$ cat src/rtl/ppi_bus_sequencer_if.sv
// Host command / response channel and 8255 bus pins of the PPI cycle sequencer.
// The slave view belongs to the sequencer; the master view is the host and PPI side.
interface ppi_bus_sequencer_if;
    logic       req_valid;
    logic       req_ready;
    logic [1:0] req_op;
    logic [1:0] req_port;
    logic [7:0] req_data;
    logic       rsp_valid;
    logic [7:0] rsp_data;
    logic       rsp_err;
    logic       CS;
    logic       RD;
    logic       WR;
    logic [1:0] A;
    logic [7:0] D_out;
    logic       D_oe;
    logic [7:0] D_in;
    logic [7:0] mode_word;
    logic       busy;

    modport slave (
        input  req_valid, req_op, req_port, req_data, D_in,
        output req_ready, rsp_valid, rsp_data, rsp_err,
        output CS, RD, WR, A, D_out, D_oe, mode_word, busy
    );

    modport master (
        output req_valid, req_op, req_port, req_data, D_in,
        input  req_ready, rsp_valid, rsp_data, rsp_err,
        input  CS, RD, WR, A, D_out, D_oe, mode_word, busy
    );
endinterface

$ cat src/rtl/ppi_bus_sequencer.sv
// Converts one host command at a time into a timed 8255 PPI bus cycle.
// Define PPI_SEQ_AUTO_CFG_EN to write INIT_CW to the PPI automatically after reset.
module ppi_bus_sequencer #(
    parameter int unsigned SETUP_CYC  = 1,
    parameter int unsigned STROBE_CYC = 2,
    parameter int unsigned HOLD_CYC   = 1
`ifdef PPI_SEQ_AUTO_CFG_EN
    ,
    parameter logic [7:0]  INIT_CW    = 8'h80
`endif
) (
    input  logic               CLK,
    input  logic               RST,
    ppi_bus_sequencer_if.slave bus
);
    localparam logic [1:0] OP_PWR = 2'd0;
    localparam logic [1:0] OP_PRD = 2'd1;
    localparam logic [1:0] OP_CW  = 2'd2;
    localparam logic [1:0] OP_BSR = 2'd3;

    localparam logic [3:0] SETUP_LD  = (SETUP_CYC > 0) ? 4'(SETUP_CYC - 1) : 4'd0;
    localparam logic [3:0] STROBE_LD = 4'(STROBE_CYC - 1);
    localparam logic [3:0] HOLD_LD   = (HOLD_CYC > 0) ? 4'(HOLD_CYC - 1) : 4'd0;

`ifdef PPI_SEQ_AUTO_CFG_EN
    typedef enum logic [2:0] {S_IDLE, S_SETUP, S_STROBE, S_HOLD, S_RESP, S_CFG} state_t;
    localparam state_t RESET_STATE = S_CFG;
`else
    typedef enum logic [2:0] {S_IDLE, S_SETUP, S_STROBE, S_HOLD, S_RESP} state_t;
    localparam state_t RESET_STATE = S_IDLE;
`endif

    // A zero SETUP_CYC makes the bus cycle open directly with the strobe.
    localparam state_t     ENTRY_STATE = (SETUP_CYC > 0) ? S_SETUP : S_STROBE;
    localparam logic [3:0] ENTRY_LD    = (SETUP_CYC > 0) ? SETUP_LD : STROBE_LD;

    state_t     state_q, state_d;
    logic [3:0] cnt_q, cnt_d;
    logic [1:0] op_q;
    logic       err_q;
    logic       auto_q;
    logic [1:0] a_q;
    logic [7:0] dout_q;
    logic       oe_q;
    logic       cs_q;
    logic       rd_q;
    logic       wr_q;
    logic       rsp_valid_q;
    logic       rsp_err_q;
    logic [7:0] rsp_data_q;
    logic [7:0] mode_q;

    logic       req_ready;
    logic       accept;
    logic       in_bus;
    logic       port_is_input;
    logic       reject;

    assign req_ready = (state_q == S_IDLE) && !RST;
    assign accept    = bus.req_valid && req_ready;
    assign in_bus    = (state_q == S_SETUP) || (state_q == S_STROBE) || (state_q == S_HOLD);

    // Screen commands against the shadow control word before any CS activity.
    always_comb begin
        port_is_input = 1'b1;
        case (bus.req_port)
            2'd0:    port_is_input = mode_q[4];
            2'd1:    port_is_input = mode_q[1];
            2'd2:    port_is_input = mode_q[0] | mode_q[3];
            default: port_is_input = 1'b1;
        endcase
        reject = 1'b0;
        if (!bus.req_op[1] && (bus.req_port == 2'd3)) begin
            reject = 1'b1;
        end else if ((bus.req_op == OP_CW) && !bus.req_data[7]) begin
            reject = 1'b1;
        end else if ((bus.req_op == OP_PWR) && port_is_input) begin
            reject = 1'b1;
        end
    end

    always_ff @(posedge CLK) begin
        if (RST) begin
            state_q <= RESET_STATE;
            cnt_q   <= 4'd0;
        end else begin
            state_q <= state_d;
            cnt_q   <= cnt_d;
        end
    end

    always_comb begin
        state_d = state_q;
        cnt_d   = cnt_q;
        case (state_q)
            S_IDLE: begin
                if (accept) begin
                    if (reject) begin
                        state_d = S_RESP;
                    end else begin
                        state_d = ENTRY_STATE;
                        cnt_d   = ENTRY_LD;
                    end
                end
            end
`ifdef PPI_SEQ_AUTO_CFG_EN
            S_CFG: begin
                if (INIT_CW[7]) begin
                    state_d = ENTRY_STATE;
                    cnt_d   = ENTRY_LD;
                end else begin
                    state_d = S_IDLE;
                end
            end
`endif
            S_SETUP: begin
                if (cnt_q == 4'd0) begin
                    state_d = S_STROBE;
                    cnt_d   = STROBE_LD;
                end else begin
                    cnt_d = cnt_q - 4'd1;
                end
            end
            S_STROBE: begin
                if (cnt_q == 4'd0) begin
                    if (HOLD_CYC > 0) begin
                        state_d = S_HOLD;
                        cnt_d   = HOLD_LD;
                    end else begin
                        state_d = S_RESP;
                    end
                end else begin
                    cnt_d = cnt_q - 4'd1;
                end
            end
            S_HOLD: begin
                if (cnt_q == 4'd0) begin
                    state_d = S_RESP;
                end else begin
                    cnt_d = cnt_q - 4'd1;
                end
            end
            S_RESP:  state_d = S_IDLE;
            default: state_d = S_IDLE;
        endcase
    end

    // Pins are registered from the current state, so they trail the FSM by one cycle.
    always_ff @(posedge CLK) begin
        if (RST) begin
            op_q        <= OP_PWR;
            err_q       <= 1'b0;
            auto_q      <= 1'b0;
            a_q         <= 2'd0;
            dout_q      <= 8'h00;
            oe_q        <= 1'b0;
            cs_q        <= 1'b1;
            rd_q        <= 1'b1;
            wr_q        <= 1'b1;
            rsp_valid_q <= 1'b0;
            rsp_err_q   <= 1'b0;
            rsp_data_q  <= 8'h00;
            mode_q      <= 8'h9B;
        end else begin
            cs_q        <= !in_bus;
            rd_q        <= !((state_q == S_STROBE) && (op_q == OP_PRD));
            wr_q        <= !((state_q == S_STROBE) && (op_q != OP_PRD));
            oe_q        <= in_bus && (op_q != OP_PRD);
            rsp_valid_q <= (state_q == S_RESP) && !auto_q;
            rsp_err_q   <= (state_q == S_RESP) && !auto_q && err_q;
            // Sample D_in at the end of the last cycle RD is low on the pins.
            if (!rd_q && (state_q != S_STROBE)) begin
                rsp_data_q <= bus.D_in;
            end
            if (accept) begin
                op_q       <= bus.req_op;
                err_q      <= reject;
                auto_q     <= 1'b0;
                rsp_data_q <= 8'h00;
                if (!reject) begin
                    a_q <= bus.req_op[1] ? 2'd3 : bus.req_port;
                    if (bus.req_op == OP_BSR) begin
                        dout_q <= {4'h0, bus.req_data[3:0]};
                    end else if (bus.req_op != OP_PRD) begin
                        dout_q <= bus.req_data;
                    end
                    if (bus.req_op == OP_CW) begin
                        mode_q <= bus.req_data;
                    end
                end
            end
`ifdef PPI_SEQ_AUTO_CFG_EN
            if (state_q == S_CFG) begin
                op_q   <= OP_CW;
                err_q  <= 1'b0;
                auto_q <= 1'b1;
                if (INIT_CW[7]) begin
                    a_q    <= 2'd3;
                    dout_q <= INIT_CW;
                    mode_q <= INIT_CW;
                end
            end
`endif
        end
    end

    assign bus.req_ready = req_ready;
    assign bus.rsp_valid = rsp_valid_q;
    assign bus.rsp_err   = rsp_err_q;
    assign bus.rsp_data  = rsp_data_q;
    assign bus.CS        = cs_q;
    assign bus.RD        = rd_q;
    assign bus.WR        = wr_q;
    assign bus.A         = a_q;
    assign bus.D_out     = dout_q;
    assign bus.D_oe      = oe_q;
    assign bus.mode_word = mode_q;
    assign bus.busy      = (state_q != S_IDLE);
endmodule

$ cat src/flat_wrapper.sv
// flat-port wrapper written by rule: the top's interface ports become plain ports
module ppi_bus_sequencer_flat 
#(
    parameter int unsigned SETUP_CYC  = 1,
    parameter int unsigned STROBE_CYC = 2,
    parameter int unsigned HOLD_CYC   = 1

)
  (CLK, RST, bus_req_valid, bus_req_op, bus_req_port, bus_req_data, bus_D_in, bus_req_ready, bus_rsp_valid, bus_rsp_data, bus_rsp_err, bus_CS, bus_RD, bus_WR, bus_A, bus_D_out, bus_D_oe, bus_mode_word, bus_busy);
  ppi_bus_sequencer_if bus_i ();
  input  logic CLK;
  input  logic RST;
  input wire logic [$bits(bus_i.req_valid)-1:0] bus_req_valid;
  input wire logic [$bits(bus_i.req_op)-1:0] bus_req_op;
  input wire logic [$bits(bus_i.req_port)-1:0] bus_req_port;
  input wire logic [$bits(bus_i.req_data)-1:0] bus_req_data;
  input wire logic [$bits(bus_i.D_in)-1:0] bus_D_in;
  output wire logic [$bits(bus_i.req_ready)-1:0] bus_req_ready;
  output wire logic [$bits(bus_i.rsp_valid)-1:0] bus_rsp_valid;
  output wire logic [$bits(bus_i.rsp_data)-1:0] bus_rsp_data;
  output wire logic [$bits(bus_i.rsp_err)-1:0] bus_rsp_err;
  output wire logic [$bits(bus_i.CS)-1:0] bus_CS;
  output wire logic [$bits(bus_i.RD)-1:0] bus_RD;
  output wire logic [$bits(bus_i.WR)-1:0] bus_WR;
  output wire logic [$bits(bus_i.A)-1:0] bus_A;
  output wire logic [$bits(bus_i.D_out)-1:0] bus_D_out;
  output wire logic [$bits(bus_i.D_oe)-1:0] bus_D_oe;
  output wire logic [$bits(bus_i.mode_word)-1:0] bus_mode_word;
  output wire logic [$bits(bus_i.busy)-1:0] bus_busy;
  assign bus_i.req_valid = bus_req_valid;
  assign bus_i.req_op = bus_req_op;
  assign bus_i.req_port = bus_req_port;
  assign bus_i.req_data = bus_req_data;
  assign bus_i.D_in = bus_D_in;
  assign bus_req_ready = bus_i.req_ready;
  assign bus_rsp_valid = bus_i.rsp_valid;
  assign bus_rsp_data = bus_i.rsp_data;
  assign bus_rsp_err = bus_i.rsp_err;
  assign bus_CS = bus_i.CS;
  assign bus_RD = bus_i.RD;
  assign bus_WR = bus_i.WR;
  assign bus_A = bus_i.A;
  assign bus_D_out = bus_i.D_out;
  assign bus_D_oe = bus_i.D_oe;
  assign bus_mode_word = bus_i.mode_word;
  assign bus_busy = bus_i.busy;
  ppi_bus_sequencer #(.SETUP_CYC(SETUP_CYC), .STROBE_CYC(STROBE_CYC), .HOLD_CYC(HOLD_CYC)) u_core (.CLK(CLK), .RST(RST), .bus(bus_i));
endmodule
$ cat config.mk
export PLATFORM = sky130hd
export DESIGN_NAME = ppi_bus_sequencer_flat
export DESIGN_NICKNAME = d
export VERILOG_FILES = /design/src/rtl/ppi_bus_sequencer_if.sv /design/src/rtl/ppi_bus_sequencer.sv /design/src/flat_wrapper.sv
export SDC_FILE = /design/constraint.sdc
export NUM_CORES = 1
export LEC_CHECK = 0
export BUFFER_PORTS_ARGS = -buffer_cell sky130_fd_sc_hd__buf_2
export CORE_MARGIN = 2
export CORE_UTILIZATION = 50
export DETAILED_ROUTE_END_ITERATION = 12
export GPL_TIMING_DRIVEN = 0
export PLACE_DENSITY = 0.87
export SLEW_MARGIN = 20
export SYNTH_ARGS = -nofsm -noshare
export SYNTH_HDL_FRONTEND = slang
export SYNTH_SLANG_ARGS = --single-unit
$ cat constraint.sdc
create_clock -name CLK -period 2 [get_ports CLK]
set_input_delay 0.4 -clock CLK [delete_from_list [all_inputs] [get_ports CLK]]
set_output_delay 0.4 -clock CLK [all_outputs]
set_load 0.005 [all_outputs]
==> results of run 1 <==
## per-stage QoR
step	cell area, µm²	power [mW]	worst slack (ns)	hold slack, ns	util (%)
final	2330	2.47	0.116	0.315	64.1
after global routing	2330	2.60	0.0368	0.329	64.1
after CTS	2320	2.44	0.0307	0.310	63.8
after detailed placement	2210	1.79	0.0378	0.428	60.7
after global placement	2210	1.75	0.00914	0.425	60.7
after floorplan	1870	1.57	0.335	0.430	-
## state kept, by name, summed over array words and instances (netlist names)
name / count
u_core.bus.A: 2
u_core.bus.CS: 1
u_core.bus.D_oe: 1
u_core.bus.D_out: 8
u_core.bus.RD: 1
u_core.bus.WR: 1
u_core.bus.mode_word: 8
u_core.bus.rsp_data: 8
u_core.bus.rsp_err: 1
u_core.bus.rsp_valid: 1
u_core.cnt_q: 4
u_core.err_q: 1
u_core.op_q: 2
u_core.state_q: 3
## worst register-to-register path: cells and delay by family, from the launching register on
| family | cells | cell delay (ns) |
|---|---|---|
| adder cells (fa/ha/maj) | 1 | 0.17 |
| buffers and inverters | 1 | 0.10 |
| multiplexers | 1 | 0.28 |
| AND/OR/NAND/NOR | 2 | 0.51 |
| flip-flops | 1 | 0.33 |
| AO/OA/AOI/OAI | 2 | 0.35 |
## what timing repair did
item	4_1_cts	5_1_grt
endpoints found under the setup margin	0	2
resized for setup	0	3
hold buffers	0	0
setup buffers	0	0
## power groups by stage
stage	Combinational (mW)	Clock, mW	Sequential (mW)
2_1_floorplan	0.575	0	0.992
3_3_place_gp	0.764	0	0.990
3_5_place_dp	0.792	0	0.994
4_1_cts	0.795	0.672	0.977
5_1_grt	0.908	0.704	0.990
6_report	0.828	0.660	0.980
## cells in the final DEF (no fill, tap or decap), types with 3 or more instances in the layout
cell,instances
a21oi_1,10
o31ai_1,3
nand3b_1,3
mux2i_1,12
a211o_1,4
buf_6,3
inv_1,10
nor3_1,6
buf_2,57
clkbuf_8,5
o21ai_0,15
nand2b_1,5
nand2_1,12
o32ai_1,4
nand3_1,4
clkbuf_1,4
dfxtp_1,42
nor2b_1,7
nor2_1,21
## logic make-up after synthesis
logic type / Yosys count / share of synthesized area [%]
and+or+nand+nor: 71 / 21.6
AOI/OAI and AO/OA: 50 / 19.0
DFF: 42 / 45.0
buffers and inverters: 19 / 5.29
muxes: 13 / 7.24
adders and majority gates: 2 / 1.34
xor gates and xnor gates: 1 / 0.469
## worst min path at each step
stage	startpoint	to	slack, ns	cells past startpoint
after floorplan	u_core.err_q$_SDFFE_PP0P_	u_core.bus.rsp_err$_SDFF_PP0_	0.43	1
after global placement	u_core.bus.mode_word[7]$_SDFFE_PP1P_	u_core.bus.mode_word[7]$_SDFFE_PP1P_	0.43	1
after detailed placement	u_core.bus.mode_word[7]$_SDFFE_PP1P_	u_core.bus.mode_word[7]$_SDFFE_PP1P_	0.43	1
after CTS	bus_req_data[0]	u_core.bus.mode_word[0]$_SDFFE_PP1P_	0.31	2
after global routing	bus_req_data[0]	u_core.bus.mode_word[0]$_SDFFE_PP1P_	0.33	2
final	bus_req_data[0]	u_core.bus.mode_word[0]$_SDFFE_PP1P_	0.31	2
## cell usage after synthesis, drive strengths merged (2+ instances only)
| master | n |
|---|---|
| a211o | 4 |
| a21oi | 11 |
| and2 | 2 |
| buf | 5 |
| clkbuf | 4 |
| dfxtp | 42 |
| ha | 2 |
| inv | 10 |
| mux2i | 12 |
| nand2 | 13 |
| nand2b | 5 |
| nand3 | 4 |
| nand3b | 3 |
| nor2 | 22 |
| nor2b | 7 |
| nor3 | 8 |
| nor4 | 2 |
| nor4b | 2 |
| o21ai | 17 |
| o31ai | 3 |
| o32ai | 4 |
## cell type report
class                      instances  area, µm²
timing repair buffer              56        280
clock buffer                       6       72.6
tap                               48       60.1
fill                             286       1300
multi-input combinational        137        938
sequential                        42        841
inverter                          10       37.5
clock inverter                     2       37.5
buffer                             9       62.6
## metal layers
metal,track usage [%],vias to the layer above
met1,24.9,766
met5,0,-
met2,36.0,60
li1,-,826
met4,9.64,0
met3,4.62,8
==> impl_metrics.yaml, run 1 <==
pwr:
  p_leak_nw: 0.971
  power_density_nw_per_um2: 1060
  seq_power_share_pct: 39.7
  p_int_mw: 1.63
  switching_share_pct: 33.8
  switchingPower_mw: 0.834
  vdd_ir_drop_max_uv: 526
  power_frac_comb_pct: 33.5
  clockPowerShare_pct: 26.7
synth:
  syn_inst: 198
  yosysSeqAreaShare_pct: 45.0
  syn_area_um2: 1870
  synth_ff_type: "dfxtp_1"
  synth-edff-count: 0
  yosys.area.top_type: "dfxtp_1"
  ys_ff_latch: 42
  async_flop_share_pct: 0
  synthTopCellsByArea: "dfxtp_1, mux2i_1, nor2_1"
  yosysUniqueCellTypes: 46
  syn_nets: 223
  yosys_warnings: 0
  syn_area_per_cell_um2: 9.43
  synth.top_cell.area_share_pct: 45.0
finish:
  drive_gt1_share_pct: 31.7
  nNetsFinal: 286
  instances_no_fill: 310
  area_growth_pct: 24.8
  diodes: 0
timing:
  finalMaxSlewViolations: 0
  period_share_pct: 94.2
  finalHoldViolations: 0
  worst-slew-pin-transition_ns: 0.581
  clock_skew_ns: 0.00624
  fmax_mhz: 531
  rsz0062_at_grt: "no"
  maxSlewHeadroom_pct: 61.3
  finalSetupViolCount: 0
  min_period_ns: 1.88
  setup-tns-final_ns: 0
clock_network:
  path_clk_slew_ns: 0.08
  cts_buffers: 5
  worstSkewPairLatency_ns: 0.30
  clock-sinks: 42
  cts_buffer_depth: 2
  cts_tree: "done"
  htree_levels: 2
  cts-root-buf: "clkbuf_8"
global_routing:
  grt_use_total_pct: 20.9
  grt-ovfl-total: 0
  grt_pass1_vias: 1529
  grt_pass1_wl_um: 6750
  grt_max_degree: 14
  grt_antenna_before_repair: 0
floorplanning:
  fp.dieArea_um2: 4240
  die_y_um: 65.1
  start_util_pct: 51.4
  core_um2: 3630
  ioPinCount: 57
  rows: 22
  fp.dieW_um: 65.1
worst_setup_path:
  r2r_start: "u_core.cnt_q[0]$_SDFFE_PP0P_"
  cp.arrival_ns: 1.48
  r2r_slack_ns: 0.14
  ff2ff_path_depth: 7
  endpoint_kind: "output port"
  crit_slowest_cell: "dfxtp_1"
  path_class: "flip-flop to output port"
  crit_family: "buffers and inverters"
  critPathBufInv: 3
  worst-path-stages: 5
  crit_chain: "buf_6 > nor3_4 > inv_1 > nor2_1 > buf_2"
  start_kind: "flip-flop"
  worst_ep_required_time_ns: 1.60
  critPathCapture: "bus_req_ready"
  cp_max_fo: 10
  worstSetupStartpoint: "u_core.state_q[2]$_SDFFE_PP0P_"
  r2r-end: "u_core.cnt_q[0]$_SDFFE_PP0P_"
  critPathMaxStageDelay_ns: 0.31
detailed_routing:
  wl_met3_um: 233
  wire_per_inst_um: 13.7
  ant_nets: 0
  highest_layer: "met4"
  via_per_inst: 5.35
  wl_met2_um: 2150
  routed_wl_um: 4250
  drc: 0
  initialDrtViolationCount: 100
  wl_met1_um: 1780
  vias: 1660
  dr.pass1.iters: 4
worst_hold_path:
  hold_class: "primary input to flip-flop"
placed_design:
  place_hpwl_um: 3090
  dp_cells: 302
  port_buffers: 56
  gp_congestion: 0.884
run_status:
  status: "completed"
flow_run:
  cap_violations: 0
Note: power is estimated with default switching activity, not from simulation.
==> run 2: changes to the inputs <==
Settings changed: ABC_AREA from default to 1, HOLD_SLACK_MARGIN from default to 0.15, PLACE_DENSITY 0.87 to 0.88, SLEW_MARGIN 20 to 10.
==> run 2 against run 1 <==
Die area decreased by 4.0%. Via count increased by 3.6%. Clock skew about the same. Critical path depth decreased by 1. Critical endpoint unchanged. Non-clock buffer count decreased by 7. Count of clock-buffer cells in the layout unchanged. Critical path type unchanged. Cell count increased by 10%.
==> impl_metrics.yaml, run 2 <==
run_status:
  status: "completed"
worst_setup_path:
  endpoint_kind: "output port"
  worstSetupStartpoint: "u_core.state_q[1]$_SDFFE_PP0P_"
  crit_chain: "nor2_4 > nand2_4 > nor2_1 > buf_2"
  cp_max_fo: 7
  start_kind: "flip-flop"
  r2r_start: "u_core.state_q[1]$_SDFFE_PP0P_"
  cp.arrival_ns: 1.19
  critPathBufInv: 1
  worst_ep_required_time_ns: 1.60
  critPathMaxStageDelay_ns: 0.40
  crit_slowest_cell: "dfxtp_1"
  path_class: "flip-flop to output port"
  crit_family: "flip-flops"
finish:
  final_common_cell: "nand2_1"
  layout_common_cells: "nand2_1, buf_2, dfxtp_1"
  instances_no_fill: 341
  nNetsFinal: 319
  diodes: 0
  drive_gt1_share_pct: 27.8
  area_growth_pct: 23.0
  final_area_um2: 2200
  final_core_util_pct: 64.9
floorplanning:
  die_y_um: 63.8
  start_util_pct: 52.7
  rows: 21
  core_um2: 3390
  ioPinCount: 57
  fp.dieArea_um2: 4070
  fp.dieW_um: 63.8
global_routing:
  grt_antenna_before_repair: 0
  grt_pass1_vias: 1646
  grt-ovfl-total: 0
  grt_pass1_wl_um: 6830
  grt_use_total_pct: 21.2
  grt_max_degree: 14
clock_network:
  path_clk_slew_ns: 0.12
  cts_tree: "done"
  htree_levels: 2
  post-cts-setup-buffers: 0
  clock-sinks: 42
  ctsResizeCount: 0
  cts-root-buf: "clkbuf_4"
  cts_buffers: 5
  postCtsHoldBufs: 0
  cts_buffer_depth: 2
  worstSkewPairLatency_ns: 0.35
synth:
  syn_inst: 232
  yosys-top-cells-count: "nand2_1, dfxtp_1, a21oi_1, nand3_1, nor2_1"
  yosysUniqueCellTypes: 29
  yosys_warnings: 0
  yosysSeqAreaShare_pct: 47.1
  synth.top_cell.area_share_pct: 47.1
  yosys.area.top_type: "dfxtp_1"
  syn_area_um2: 1790
  synth-edff-count: 0
  synth_ff_type: "dfxtp_1"
  synthTopCellsByArea: "dfxtp_1, nand2_1, a21oi_1"
  syn_nets: 257
  yosys.cell_count.top_type: "nand2_1"
  syn_area_per_cell_um2: 7.70
  ys_ff_latch: 42
  async_flop_share_pct: 0
timing:
  worst-slew-pin-transition_ns: 0.439
  fmax_mhz: 630
  whs_ns: 0.262
  min_period_ns: 1.59
  finalSetupViolCount: 0
  setup-tns-final_ns: 0
  clock_skew_ns: 0.00593
  finalMaxSlewViolations: 0
  rsz0062_at_grt: "no"
  period_share_pct: 79.4
  finalHoldViolations: 0
  maxSlewHeadroom_pct: 70.7
detailed_routing:
  vias: 1720
  routed_wl_um: 3920
  drc: 0
  ant_nets: 0
  via_per_inst: 5.04
  initialDrtViolationCount: 102
  dr.pass1.iters: 4
  wire_per_inst_um: 11.5
pwr:
  power_density_nw_per_um2: 1050
  p_leak_nw: 0.992
  vdd_ir_drop_max_uv: 421
placed_design:
  place_hpwl_um: 3020
  place_area_um2: 2120
  gp_congestion: 0.778
  port_buffers: 55
  dp_cells: 333
flow_run:
  cap_violations: 0
worst_hold_path:
  hold_class: "primary input to flip-flop"
  min_from: "RST"
## run 2: kinds of logic after synthesis
| family | synth area share (%) |
|---|---|
| AOI/OAI and AO/OA | 11.9 |
| xor gates and xnor gates | 0.490 |
| DFF | 47.1 |
| adders and majority gates | 1.40 |
| and+or+nand+nor | 33.3 |
| buffers and inverters | 5.81 |
## run 2: layer usage
metal | vias up | GRT usage, % | part of all wire (%)
met2 | 63 | 35.4 | 49
met4 | 0 | 8.70 | 0.79
met1 | 760 | 24.9 | 43
met5 | - | 0 | 0
li1 | 893 | - | -
met3 | 4 | 7.22 | 7.7
## run 2: cell type report
type	instances	area (µm²)
plain buffers	3	22.5
well taps	46	57.6
inverters	21	81.3
repair buffers	55	275
clock inverters	2	37.5
fillers	303	1190
flip-flops and latches	42	841
multi-input cells	166	842
clock buffers	6	41.3
## run 2: where the power goes
part	switching (mW)	internal (mW)	leakage [nW]
clock	0.272	0.264	0.0385
combinational	0.503	0.277	0.613
sequential	0.0670	0.928	0.341
## run 2: final timing paths
path	to	slack, ns	depth (start not counted)
max	bus_req_ready	0.41	4
max reg2reg	u_core.bus.D_out[7]$_SDFFE_PP0P_	0.42	6
min	u_core.bus.A[0]$_SDFFE_PP0P_	0.26	2
min reg2reg	u_core.bus.mode_word[7]$_SDFFE_PP1P_	0.46	2
## run 2: worst reg2reg max path, cell delays in order, from the launching register on
cell,delay (ns)
dfxtp_1,0.40
nor2_4,0.15
nand2_4,0.10
nor3_4,0.24
nand4_1,0.37
nand2_1,0.15
a21oi_1,0.07
## run 2: per-stage QoR
step           power (mW)  worst slack, ns
2_1_floorplan        1.59            0.626
3_3_place_gp         1.77            0.374
3_5_place_dp         1.79            0.287
4_1_cts              2.32            0.383
5_1_grt              2.46            0.245
6_report             2.31            0.412
